--- src/rtl/psa_pipe.sv ---
// Parallel signed sub-word add/subtract with per-instruction saturate/wrap,
// a two-stage elastic valid/ready pipeline, and sticky overflow tracking.
module psa_pipe #(
  parameter int LANE_W = 4,
  parameter int LANES  = 4,
  parameter int CNT_W  = 8
) (
  input  logic                      clk,
  input  logic                      rst_n,
  input  logic                      in_valid,
  output logic                      in_ready,
  input  logic [LANE_W*LANES-1:0]   a,
  input  logic [LANE_W*LANES-1:0]   b,
  input  logic                      sub,
  input  logic                      sat,
  output logic                      out_valid,
  input  logic                      out_ready,
  output logic [LANE_W*LANES-1:0]   sum,
  output logic [LANES-1:0]          lane_ovf,
  output logic                      error,
  output logic                      err_sticky,
  input  logic                      clr_err,
  output logic [CNT_W-1:0]          ovf_cnt
);

  localparam int DATA_W = LANE_W * LANES;
  localparam logic [LANE_W-1:0] LANE_MIN = {1'b1, {(LANE_W-1){1'b0}}};
  localparam logic [LANE_W-1:0] LANE_MAX = ~LANE_MIN;
  localparam logic [CNT_W-1:0]  CNT_MAX  = {CNT_W{1'b1}};

  logic              s1_valid;
  logic [DATA_W-1:0] s1_a;
  logic [DATA_W-1:0] s1_b;
  logic              s1_sub;
  logic              s1_sat;

  logic              s2_free;
  logic              s1_adv;
  logic              in_xfer;
  logic              out_xfer;

  logic [DATA_W-1:0] calc_sum;
  logic [LANES-1:0]  calc_ovf;
  logic [LANE_W-1:0] la;
  logic [LANE_W-1:0] lb;
  logic [LANE_W-1:0] lr;

  assign s2_free  = !out_valid || out_ready;
  assign s1_adv   = s1_valid && s2_free;
  // Gated by rst_n so nothing is accepted while the pipe is being flushed.
  assign in_ready = rst_n && (!s1_valid || s2_free);
  assign in_xfer  = in_valid && in_ready;
  assign out_xfer = out_valid && out_ready;

  // Subtract is A + ~B + 1, so one overflow rule covers both: operands of the
  // same sign producing a result of the other sign.
  always_comb begin
    // NOTE: every always_comb output gets a default first so no latch is inferred.
    calc_sum = '0;
    calc_ovf = '0;
    la       = '0;
    lb       = '0;
    lr       = '0;
    for (int i = 0; i < LANES; i++) begin
      la = s1_a[i*LANE_W +: LANE_W];
      lb = s1_sub ? ~s1_b[i*LANE_W +: LANE_W] : s1_b[i*LANE_W +: LANE_W];
      lr = la + lb + LANE_W'(s1_sub);
      calc_ovf[i] = (la[LANE_W-1] == lb[LANE_W-1]) && (lr[LANE_W-1] != la[LANE_W-1]);
      if (s1_sat && calc_ovf[i])
        calc_sum[i*LANE_W +: LANE_W] = la[LANE_W-1] ? LANE_MIN : LANE_MAX;
      else
        calc_sum[i*LANE_W +: LANE_W] = lr;
    end
  end

  always_ff @(posedge clk) begin
    // NOTE: sequential state uses non-blocking assignments only.
    if (!rst_n)
      s1_valid <= 1'b0;
    else if (in_xfer)
      s1_valid <= 1'b1;
    else if (s1_adv)
      s1_valid <= 1'b0;
  end

  // NOTE: S1 operand registers need no reset; s1_valid qualifies them.
  always_ff @(posedge clk) begin
    if (in_xfer) begin
      s1_a   <= a;
      s1_b   <= b;
      s1_sub <= sub;
      s1_sat <= sat;
    end
  end

  always_ff @(posedge clk) begin
    if (!rst_n) begin
      out_valid <= 1'b0;
      sum       <= '0;
      lane_ovf  <= '0;
      error     <= 1'b0;
    end else if (s1_adv) begin
      out_valid <= 1'b1;
      sum       <= calc_sum;
      lane_ovf  <= calc_ovf;
      error     <= |calc_ovf;
    end else if (out_xfer) begin
      out_valid <= 1'b0;
    end
  end

  // A new error event beats a coincident clear: clear, then count it.
  always_ff @(posedge clk) begin
    if (!rst_n) begin
      err_sticky <= 1'b0;
      ovf_cnt    <= '0;
    end else if (out_xfer && error) begin
      err_sticky <= 1'b1;
      if (clr_err)
        ovf_cnt <= CNT_W'(1);
      else if (ovf_cnt != CNT_MAX)
        ovf_cnt <= ovf_cnt + CNT_W'(1);
    end else if (clr_err) begin
      err_sticky <= 1'b0;
      ovf_cnt    <= '0;
    end
  end

endmodule
--- config.mk ---
export PLATFORM = sky130hd
export DESIGN_NAME = psa_pipe
export DESIGN_NICKNAME = d
export VERILOG_FILES = /design/src/rtl/psa_pipe.sv
export SDC_FILE = /design/constraint.sdc
export NUM_CORES = 1
export LEC_CHECK = 0
export ABC_AREA = 1
export CORE_ASPECT_RATIO = 0.6
export CORE_MARGIN = 4
export CORE_UTILIZATION = 30
export DETAILED_ROUTE_END_ITERATION = 16
export GPL_TIMING_DRIVEN = 0
export PLACE_DENSITY = 0.59
export SYNTH_ARGS = -nofsm -noshare
export SYNTH_HDL_FRONTEND = slang
export SYNTH_SLANG_ARGS = --single-unit
export TNS_END_PERCENT = 10
--- constraint.sdc ---
create_clock -name clk -period 2.8 [get_ports clk]
set_clock_uncertainty 0.15 [all_clocks]
set_input_delay 0.42 -clock clk [delete_from_list [all_inputs] [get_ports clk]]
set_output_delay 0.42 -clock clk [all_outputs]
set_load 0.05 [all_outputs]
# Word-level counts from Yosys, hierarchy flattened
# Cells that the tools add are included.
[classes]
n_mux = 22
reduce_logical = 23
n_addsub = 9
n_eq_ne = 9
n_bitwise = 4
[op_table]
columns = ["op", "count"]
rows = [
  ["$mux W4", 12],
  ["$mux W8", 4],
  ["$add A4 B1 Y4", 4],
  ["$add A4 B4 Y4", 4],
  ["$not A4 Y4", 4],
  ["$logic_and A1 B1 Y1", 13],
  ["$add A8 B1 Y8 const B", 1],
  ["$ne A8 B8 Y1 const B", 1],
  ["$reduce_bool A2 Y1", 4],
  ["$mux W1", 6],
  ["$eq A1 B1 Y1", 4],
  ["$ne A1 B1 Y1", 4],
  ["$reduce_or A4 Y1", 1],
  ["$logic_not A1 Y1", 2],
  ["$logic_or A1 B1 Y1", 2],
  ["$reduce_and A2 Y1", 1],
]
[word_totals]
elab_cells = 78
out_inout_bits = 32
reg_bits = 66

# Depth between registers and ports, before layout
# Gate-level depths: netlist (run 1).
[logic_depth]
depth_word = 8
ltp_mapped = 12

# Worst setup path before layout (run 1)
# Ideal clock, no wire load.
[synth_timing]
path_kind = "in2reg"
startpoint = "input rst_n"
endpoint = "register s1_a[0], enable pin"
arrival_time_ps = 2328
cell_stages = 4
slack_ps = -103
setup_ps = 425
required_time_ps = 2225
path_buffers = 2
cell_sequence = "buf_2 buf_1 nand2_1 nor2_1"
[synth_between]
elab_chain_len = 2
[synth_rtl]
columns = ["item", "line_no", "rtl"]
rows = [
  ["start: declaration", "9", "input logic rst_n,"],
  ["$logic_and A1 B1 Y1", "51", "assign in_ready = rst_n && (!s1_valid || s2_free);"],
  ["$logic_and A1 B1 Y1", "52", "assign in_xfer = in_valid && in_ready;"],
  ["named net in_xfer", "39", "logic in_xfer;"],
  ["end signal: assignment", "89", "s1_a <= a;"],
  ["end: declaration", "32", "logic [DATA_W-1:0] s1_a;"],
]
# The timed path passes the listed nets, and every way through them passes these cells.
# A chain may end at the register's enable or synchronous reset.

# Final worst setup path (run 1)
[layout_timing]
startpoint = "register s1_sub"
endpoint = "register sum[7]"
[layout_between]
elab_chain_len = 7
elab_cells_between_ends = 8
classes_between = "2 x add/sub; 2 x eq/ne; 2 x mux; 2 x reduce/logical"
[layout_rtl]
columns = ["item", "line_no", "rtl"]
rows = [
  ["start: declaration", "34", "logic s1_sub;"],
  ["start signal: assignment", "91", "s1_sub <= sub;"],
  ["$mux W4", "66", "lb = s1_sub ? ~s1_b[i*LANE_W +: LANE_W] : s1_b[i*LANE_W +: LANE_W];"],
  ["$add A4 B4 Y4", "67", "lr = la + lb + LANE_W'(s1_sub);"],
  ["$add A4 B1 Y4", "67", ""],
  ["$ne A1 B1 Y1", "68", "calc_ovf[i] = (la[LANE_W-1] == lb[LANE_W-1]) && (lr[LANE_W-1] != la[LANE_W-1]);"],
  ["$logic_and A1 B1 Y1", "68", ""],
  ["$logic_and A1 B1 Y1", "69", "if (s1_sat && calc_ovf[i])"],
  ["$mux W4 (*)", "69", ""],
  ["end signal: assignment", "104", "sum <= calc_sum;"],
  ["end: declaration", "18", "output logic [LANE_W*LANES-1:0] sum,"],
]
# Mark *: on every way between the ends. The rest lies on a longest branch, timed or not.

==> results of run 1 <==
## power groups by stage
stage / combinational, W / sequential, W / clock [W]
3_5_place_dp: 0.000462 / 0.00112 / 0
2_1_floorplan: 0.000215 / 0.00120 / 0
6_report: 0.000458 / 0.00110 / 0.00103
3_3_place_gp: 0.000447 / 0.00112 / 0
4_1_cts: 0.000464 / 0.00110 / 0.00106
5_1_grt: 0.000506 / 0.00110 / 0.00111
## cell usage after synthesis, drive strengths merged, types with 2 or more instances
master and number:
nand2 104, inv 48, a21oi 35, edfxtp 34
dfxtp 32, nand3 25, o21ai 25, nor2 18
xor2 12, ha 9, buf 6, nand4 5
fa 4, nor3 2
## timing repair
action	in CTS	in global routing
gates resized for setup	0	1
hold endpoints to repair	0	0
endpoints found under the setup margin	0	1
## through the flow
stage	TNS, ns	cells
CTS	0	589
detailed placement	0	573
global placement	-11.81	572
finish	0	589
floorplan	0	364
global route	0	589
## path summary, 6_finish.rpt
path | startpoint | end | slack, ns | cells after the start
setup reg to reg | s1_sub | sum[7] | 0.45 | 10
hold / removal | rst_n | lane_ovf[0] | 0.28 | 3
setup / recovery | s1_sub | sum[7] | 0.45 | 10
hold reg to reg | err_sticky | err_sticky | 0.31 | 2
## worst max-delay path, stage by stage (launching register included)
cell and delay (ns):
edfxtp_1 0.45, buf_6 0.20, xor2_1 0.17, ha_1 0.32, a21oi_1 0.37, nand2_2 0.11, nand2_1 0.10, nand3_2 0.11
nand2_1 0.09, nand2_1 0.08, a21oi_1 0.12
## sequential cells by signal (all words and copies together), names as in the netlist
register and flops:
lane_ovf 4, s1_sat 1, s1_b 16, err_sticky 1
out_valid 1, error 1, sum 16, s1_valid 1
s1_sub 1, s1_a 16, ovf_cnt 8
## routing by layer
metal  vias up  GRT usage (%)
met1      1218          17.71
met5         -              0
met2        67          20.31
met4         0          4.359
li1       1359              -
met3         6          4.490
## cell families (layout without fill, tap and decap cells)
family | count (synthesis) | count (layout)
adders and majority gates | 13 | 13
xor gates and xnor gates | 12 | 12
buffers and inverters | 56 | 142
and+or+nand+nor | 154 | 154
DFF | 66 | 66
AOI/OAI and AO/OA | 63 | 63
## layout make-up
class	instances	share of cell area [%]
clock buffer	16	6.065
multi-input combinational	242	31.36
buffer	7	1.342
sequential	66	37.12
inverter	49	4.136
timing repair buffer	70	16.10
tap	139	3.885
==> results.sh, run 1 <==
export IMPL_drc=0
export IMPL_grt_pass1_vias=2692
export IMPL_worstSetupPathType="reg2reg"
export IMPL_mostFrequentLayoutCells="nand2_1, clkdlybuf4s50_1, inv_1"
export IMPL_crit_fanout=10
export IMPL_wirelength_met1_um=3946
export IMPL_rsz0062_at_grt="false"
export IMPL_grt_max_degree=21
export IMPL_synth_top_family_by_area="simple AND/OR/NAND/NOR gates"
export IMPL_p_sw_w=0.0006900
export IMPL_insertedDiodeCount=0
export IMPL_p_sw_share_pct=26.65
export IMPL_cts_sinks=66
export IMPL_power_density_nw_per_um2=578.4
export IMPL_cts_tree="built"
export IMPL_power_frac_comb_pct=17.7
export IMPL_synth_compound_area_share_pct=9.962
export IMPL_crit_path_start_kind="register"
export IMPL_final_fill_count=1095
export IMPL_synthAdderAreaFrac_pct=5.833
export IMPL_gr_total_overflow=0
export IMPL_wl_met3_um=483
export IMPL_synth_mux_area_share_pct=0
export IMPL_power_share_clock_pct=39.9
export IMPL_setup_viol_count_final=0
export IMPL_grt_usage_pct=13.24
export IMPL_synth_distinct_cells=29
export IMPL_leakage_nw=1.930
export IMPL_htree_levels=3
export IMPL_path_clk_slew_ns=0.06
export IMPL_cts_inserted_buffers=9
export IMPL_area_growth_pct=35.53
export IMPL_cts_root_buf="clkbuf_16"
export IMPL_maxCapViolCount=0
export IMPL_synth_top_area_share_pct=30.91
export IMPL_drt_iter0_drc=78
export IMPL_clockBufferDepth=2
export IMPL_maxSlewHeadroom_pct=62.49
export IMPL_multi_input_area_um2=1404
export IMPL_report_final_slew_viol_count=0
export IMPL_synth_seq_cells=66
export IMPL_whs_ns=0.2760
export IMPL_pwr_share_seq_pct=42.5
export IMPL_start_util_pct=30.96
export IMPL_first_pass_iters=4
export IMPL_die_w_um=143.5
export IMPL_die_area_um2=12810
export IMPL_core_um2=10670
export IMPL_dpl_worst_slack_ns=0.1082
export IMPL_dpl_instance_area_um2=4203
export IMPL_yosysTopAreaCell="edfxtp_1"
export IMPL_maxClockFrequency_ghz=0.4259
export IMPL_num_vias=2650
export IMPL_viasPerCell=4.499
export IMPL_finalCritPeriodShare_pct=83.85
export IMPL_max_vdd_ir_drop_mv=0.3493
export IMPL_cts_setup_buffers=0
export IMPL_synth_warnings=0
export IMPL_required_ns=2.90
export IMPL_top_layer_used="met4"
export IMPL_io_buffers=69
export IMPL_final_common_cell="nand2_1"
export IMPL_fin_crit_ns=2.348
export IMPL_async_flop_share_pct=0
export IMPL_synthesis_nets=416
export IMPL_hold_viol_final=0
export IMPL_synth_edf_count=34
export IMPL_cts_hold_buf=0
export IMPL_place_congestion=0.7845
export IMPL_syn_cell_area_um2=3303
export IMPL_hold_class="in2reg"
export IMPL_yosysSeqAreaShare_pct=50.30
export IMPL_grt_pass1_wl_um=12850
export IMPL_ys_flop_type="edfxtp_1"
export IMPL_status="finished, final reports clean"
export IMPL_routed_wl_um=7785
export IMPL_clk_latency_ns=0.33
export IMPL_nNetsFinal=497
export IMPL_seqCellArea_um2=1662
export IMPL_rows=29
export IMPL_wl_met2_um=3279
export IMPL_synthXorXnorAreaFrac_pct=3.182
export IMPL_syn_area_per_cell_um2=9.075
export IMPL_drive_gt1_share_pct=13.56
export IMPL_drt_antenna_violating_nets=0
export IMPL_final_cell_area_um2=4477
export IMPL_intPower_w=0.001899
export IMPL_critPathCaptureType="register"
export IMPL_power_w=0.002589
export IMPL_tightest_slew_ns=0.5613
export IMPL_setup_ws_ns=0.4521
export IMPL_antenna_found_initial=0
export IMPL_wl_per_cell_um=13.22
export IMPL_yosys_area_share_simple_pct=23.30
export IMPL_fp_dieH_um=89.28
export IMPL_synthTopCellsByArea="edfxtp_1, dfxtp_1, nand2_1, a21oi_1, inv_1"
export IMPL_dp_hpwl_um=5984
export IMPL_utilization_pct=41.97
export IMPL_syn_inst=364
export IMPL_ios=71
export IMPL_arrival_ns=2.45
Note: power is estimated with default switching activity, not from simulation.
==> run 2: changes to the inputs <==
--- a/config.mk
+++ b/config.mk
@@ -11,7 +11,7 @@
 export CORE_UTILIZATION = 30
 export DETAILED_ROUTE_END_ITERATION = 16
 export GPL_TIMING_DRIVEN = 0
-export PLACE_DENSITY = 0.59
+export PLACE_DENSITY = 0.57
 export SYNTH_ARGS = -nofsm -noshare
 export SYNTH_HDL_FRONTEND = slang
 export SYNTH_SLANG_ARGS = --single-unit
==> constraint.sdc (replaced) <==
create_clock -name clk -period 2.4 [get_ports clk]
set_clock_uncertainty 0.15 [all_clocks]
set_input_delay 0.36 -clock clk [delete_from_list [all_inputs] [get_ports clk]]
set_output_delay 0.36 -clock clk [all_outputs]
set_load 0.05 [all_outputs]
==> run 2 against run 1 <==
  * Final cell count unchanged
  * Clock power up 12%
  * Register-to-register slack got worse by 0.26 ns
  * Largest cell class unchanged
  * First-iteration DRC count rose by 15%
  * Power rose by 15%
  * Critical path type is now in2out
==> results.sh, run 2 (synthesis gave the netlist of run 1 again) <==
export IMPL_status="finished, final reports clean"
export IMPL_final_common_cell="nand2_1"
export IMPL_tightest_slew_ns=0.5586
export IMPL_cpPeakStageDelay_ns=0.49
export IMPL_path_clk_slew_ns=0.06
export IMPL_ios=71
export IMPL_top_usage_layer="met2"
export IMPL_critPathSlowestCell="clkdlybuf4s15_1"
export IMPL_die_area_um2=12810
export IMPL_use_met2_pct=19.25
export IMPL_nNetsFinal=497
export IMPL_crit_fanout=3
export IMPL_routed_wl_um=7888
export IMPL_wl_per_cell_um=13.39
export IMPL_max_vdd_ir_drop_mv=0.3415
export IMPL_cp_startpoint="out_ready"
export IMPL_report_final_slew_viol_count=0
export IMPL_hold_viol_final=0
export IMPL_utilization_pct=42.05
export IMPL_cts_setup_buffers=0
export IMPL_htree_levels=3
export IMPL_fin_crit_ns=2.265
export IMPL_leakage_nw=1.919
export IMPL_whs_ns=0.2090
export IMPL_crit_path_start_kind="input pin"
export IMPL_maxCapViolCount=0
export IMPL_antenna_found_initial=0
export IMPL_cts_hold_buf=0
export IMPL_drc=0
export IMPL_clockBufferDepth=2
export IMPL_crit_path_cell_trace="clkdlybuf4s50_1 -> inv_1 -> nand2_1 -> nor2_1 -> inv_1 -> nand2_1 -> inv_1 -> clkdlybuf4s15_1"
export IMPL_worstSetupPathType="in2out"
export IMPL_cts_tree="built"
export IMPL_insertedDiodeCount=0
export IMPL_start_util_pct=30.96
export IMPL_io_buffers=69
export IMPL_rr_startpoint="s1_sub"
export IMPL_clk_latency_ns=0.33
export IMPL_power_density_nw_per_um2=663.5
export IMPL_cp_endpoint="in_ready"
export IMPL_hold_class="in2reg"
export IMPL_die_w_um=143.5
export IMPL_mostFrequentLayoutCells="nand2_1, clkdlybuf4s50_1, inv_1"
export IMPL_dpl_instance_area_um2=4203
export IMPL_rows=29
export IMPL_cts_inserted_buffers=9
export IMPL_maxSlewHeadroom_pct=62.65
export IMPL_grt_pass1_vias=2601
export IMPL_regToRegEndpoint="sum[7]"
export IMPL_gr_total_overflow=0
export IMPL_grt_pass1_wl_um=12530
export IMPL_dp_hpwl_um=5944
export IMPL_grt_max_degree=25
export IMPL_drt_antenna_violating_nets=0
export IMPL_grt_usage_pct=12.84
export IMPL_area_growth_pct=35.80
export IMPL_finalCritPeriodShare_pct=94.38
export IMPL_met3_usage_pct=4.543
export IMPL_finalNonFillerCells=589
export IMPL_place_congestion=0.7697
export IMPL_cts_root_buf="clkbuf_16"
export IMPL_arrival_ns=1.76
export IMPL_drt_iter0_drc=90
export IMPL_setup_viol_count_final=0
export IMPL_rsz0062_at_grt="false"
export IMPL_viasPerCell=4.460
export IMPL_grtUsageMet1_pct=17.51
export IMPL_first_pass_iters=4
export IMPL_dp_cells=573
export IMPL_required_ns=1.89
export IMPL_critPathCaptureType="primary output"
export IMPL_maxClockFrequency_ghz=0.4415
export IMPL_fp_dieH_um=89.28
export IMPL_path_common_cell="inv_1"
export IMPL_rr_worst_depth=12
export IMPL_cts_sinks=66
export IMPL_drive_gt1_share_pct=14.44
export IMPL_final_fill_count=1083
export IMPL_core_um2=10670
export IMPL_final_cell_area_um2=4486
export IMPL_top_regs="s1_a x16, s1_b x16, sum x16"
export IMPL_num_vias=2627
export IMPL_ff2ff_setup_slack_ns=0.19
## run 2: cell count changes in the layout (fill, tap and decap cells not counted)
cell	before	now
a21oi_2	1	4
clkinv_1	0	5
a21oi_1	34	30
dlymetal6s2s_1	1	0
xor2_1	12	11
clkbuf_1	6	2
clkdlybuf4s15_1	0	1
xor2_2	0	1
clkbuf_8	2	0
clkinv_2	1	2
a21oi_4	0	1
## run 2: metrics by stage
stage	TNS (ns)	total power (W)	setup slack, ns
2_1_floorplan	0	0.001646	0.1130
3_3_place_gp	-23.94	0.001827	-0.7044
3_5_place_dp	-0.1849	0.001844	-0.1849
4_1_cts	0	0.002997	0.05549
5_1_grt	0	0.003116	0.0004603
6_report	0	0.002976	0.1348
## run 2: worst min path at each step
stage	to	startpoint	slack [ns]	cells after the start
floorplan	out_valid	s1_valid	0.30	2
global placement	out_valid	s1_valid	0.31	2
detailed placement	sum[11]	sum[11]	0.31	2
CTS	lane_ovf[0]	rst_n	0.20	3
global route	lane_ovf[0]	rst_n	0.21	3
finish	lane_ovf[0]	rst_n	0.21	3
## run 2: area by class of cell
class / count / area [um2] / share of cell area, %
Sequential cell: 66 / 1662 / 37.04
Clock buffer: 10 / 229.0 / 5.105
Tap cell: 139 / 173.9 / 3.877
Inverter: 49 / 185.2 / 4.128
Buffer: 7 / 60.06 / 1.339
Clock inverter: 6 / 23.77 / 0.5300
Multi-Input combinational cell: 242 / 1434 / 31.97
Timing Repair Buffer: 70 / 718.2 / 16.01
## run 2: critical path: cells and delay by family
kind	cells	cell delay (ns)
buffers and inverters	5	1.16
and+or+nand+nor	3	0.24
## run 2: report_power, final
group | switching (W) | leakage [nW] | internal [W]
Sequential | 0.0000347 | 0.581 | 0.00125
Combinational | 0.000330 | 1.21 | 0.000214
Clock | 0.000471 | 0.124 | 0.000679
## run 2: timing repair
action,in CTS,in global routing
gates resized for setup,1,7
hold endpoints to repair,0,0
setup endpoints to repair,1,13
## run 2: metal layers
| layer | share of wire, % | vias up |
|---|---|---|
| li1 | - | 1356 |
| met5 | 0 | - |
| met3 | 6.4 | 2 |
| met2 | 42 | 66 |
| met1 | 52 | 1203 |
| met4 | 0.29 | 0 |
==> run 3: changes to the inputs <==
--- a/config.mk
+++ b/config.mk
@@ -6,9 +6,10 @@
 export NUM_CORES = 1
 export LEC_CHECK = 0
 export ABC_AREA = 1
-export CORE_ASPECT_RATIO = 0.6
+export CORE_ASPECT_RATIO = 1.75
 export CORE_MARGIN = 4
 export CORE_UTILIZATION = 30
+export CTS_BUF_LIST = sky130_fd_sc_hd__clkbuf_8
 export DETAILED_ROUTE_END_ITERATION = 16
 export GPL_TIMING_DRIVEN = 0
 export PLACE_DENSITY = 0.57
==> run 3 against run 2 <==
  * Count of clock-buffer cells in the layout fell by 1
  * Via count rose by 0.88%
  * Sequential cell count did not move
  * Utilization fell by 1.0 points
==> results.sh, run 3 (synthesis gave the netlist of run 1 again) <==
export IMPL_status="finished, final reports clean"
export IMPL_hold_viol_final=0
export IMPL_required_ns=2.52
export IMPL_crit_fanout=10
export IMPL_htree_levels=3
export IMPL_arrival_ns=2.33
export IMPL_drive_gt1_share_pct=15.74
export IMPL_start_util_pct=30.70
export IMPL_regToRegEndpoint="sum[3]"
export IMPL_routed_wl_um=7363
export IMPL_nNetsFinal=498
export IMPL_cts_sinks=66
export IMPL_place_congestion=1.018
export IMPL_drt_antenna_violating_nets=0
export IMPL_rsz0062_at_grt="true"
export IMPL_cts_hold_buf=0
export IMPL_rr_startpoint="s1_sub"
export IMPL_cts_root_buf="clkbuf_8"
export IMPL_antenna_found_initial=0
export IMPL_area_growth_pct=33.64
export IMPL_hold_end="lane_ovf[3]"
export IMPL_tightest_slew_ns=0.9792
export IMPL_power_density_nw_per_um2=635.7
export IMPL_wl_per_cell_um=12.67
export IMPL_num_vias=2650
export IMPL_path_clk_slew_ns=0.07
export IMPL_rows=50
export IMPL_cpPeakStageDelay_ns=0.48
export IMPL_finalNonFillerCells=581
export IMPL_fin_crit_ns=2.210
export IMPL_gr_total_overflow=0
export IMPL_grt_usage_pct=12.10
export IMPL_grt_pass1_vias=2773
export IMPL_cts_tree="built"
export IMPL_worstSetupPathType="reg2reg"
export IMPL_insertedDiodeCount=0
export IMPL_mostFrequentLayoutCells="nand2_1, clkdlybuf4s50_1, inv_1"
export IMPL_leakage_nw=1.908
export IMPL_report_final_slew_viol_count=0
export IMPL_max_vdd_ir_drop_mv=0.2971
export IMPL_utilization_pct=41.02
export IMPL_viasPerCell=4.561
export IMPL_ios=71
export IMPL_dpl_worst_slack_ns=-0.1888
export IMPL_cts_inserted_buffers=9
export IMPL_top_regs="s1_a x16, s1_b x16, sum x16"
export IMPL_setup_ws_ns=0.1898
export IMPL_crit_path_start_kind="register"
export IMPL_worstHoldStart="rst_n"
export IMPL_critPathCaptureType="register"
export IMPL_crit_path_cell_trace="buf_6 -> xor2_1 -> ha_1 -> a21oi_2 -> nand2_2 -> nand2_1 -> nand3_2 -> nand2_1 -> nand2_1 -> a21oi_1"
export IMPL_io_buffers=69
export IMPL_dp_hpwl_um=5850
export IMPL_clk_latency_ns=0.35
export IMPL_final_common_cell="nand2_1"
export IMPL_grt_max_degree=35
export IMPL_hold_class="in2reg"
export IMPL_setup_viol_count_final=0
export IMPL_clockBufferDepth=2
export IMPL_die_area_um2=12820
export IMPL_dp_cells=563
export IMPL_critPathSlowestCell="edfxtp_1"
export IMPL_maxCapViolCount=0
export IMPL_maxSlewHeadroom_pct=34.57
export IMPL_fp_dieH_um=146.8
export IMPL_maxClockFrequency_ghz=0.4525
export IMPL_path_common_cell="nand2_1"
export IMPL_first_pass_iters=4
export IMPL_ff2ff_setup_slack_ns=0.19
export IMPL_die_w_um=87.32
export IMPL_rr_worst_depth=10
export IMPL_grt_pass1_wl_um=12050
export IMPL_drt_iter0_drc=140
export IMPL_drc=0
export IMPL_core_um2=10760
export IMPL_finalCritPeriodShare_pct=92.09
export IMPL_power_w=0.002806
export IMPL_hold_path_depth=3
## run 3: repair_timing
action	CTS	global route
gates resized for setup	1	8
setup endpoints to repair	1	18
buffers inserted	0	2
## run 3: how the worst max path moves through the flow
stage / startpoint / endpoint / slack [ns]
after global placement: out_ready / s1_a[12] / -0.61
after floorplan: rst_n / s1_a[0] / 0.11
after detailed placement: out_ready / in_ready / -0.19
after global routing: s1_sub / sum[3] / -0.0009
after CTS: s1_sub / sum[3] / 0.008
final: s1_sub / sum[3] / 0.19
## run 3: cell type report
class,count,area (um2)
clock inverter,7,86.33
buffer,7,60.06
sequential,66,1662
timing repair buffer,71,700.7
inverter,49,185.2
fill,1117,6346
clock buffer,9,123.9
tap,130,162.7
multi-input combinational,242,1434
## run 3: layer usage
| layer | track usage [%] | routed length (um) | vias up |
|---|---|---|---|
| met3 | 2.918 | 383 | 23 |
| met4 | 7.450 | 297 | 0 |
| met2 | 22.24 | 3967 | 73 |
| met5 | 0 | 0 | - |
| met1 | 11.58 | 2714 | 1195 |
| li1 | - | - | 1359 |
## run 3: stage by stage
step	TNS (ns)	hold slack (ns)	instance area [um2]
final	0	0.2069	4414
after global placement	-20.79	0.2998	4159
after CTS	0	0.1946	4373
after floorplan	0	0.3006	3306
after global routing	-0.0008666	0.2036	4414
after detailed placement	-4.175	0.3188	4164
## run 3: worst max-delay path, delay by kind of cell, from the launching register on
kind / cells / cell delay (ns)
DFF: 1 / 0.48
adders and majority gates: 1 / 0.33
and+or+nand+nor: 5 / 0.43
xor gates and xnor gates: 1 / 0.17
buffers and inverters: 1 / 0.21
AOI/OAI and AO/OA: 2 / 0.38
## run 3: where the power goes
part / switching, W / internal [W]
clock network: 0.000417 / 0.000575
registers: 0.0000340 / 0.00125
logic: 0.000323 / 0.000210
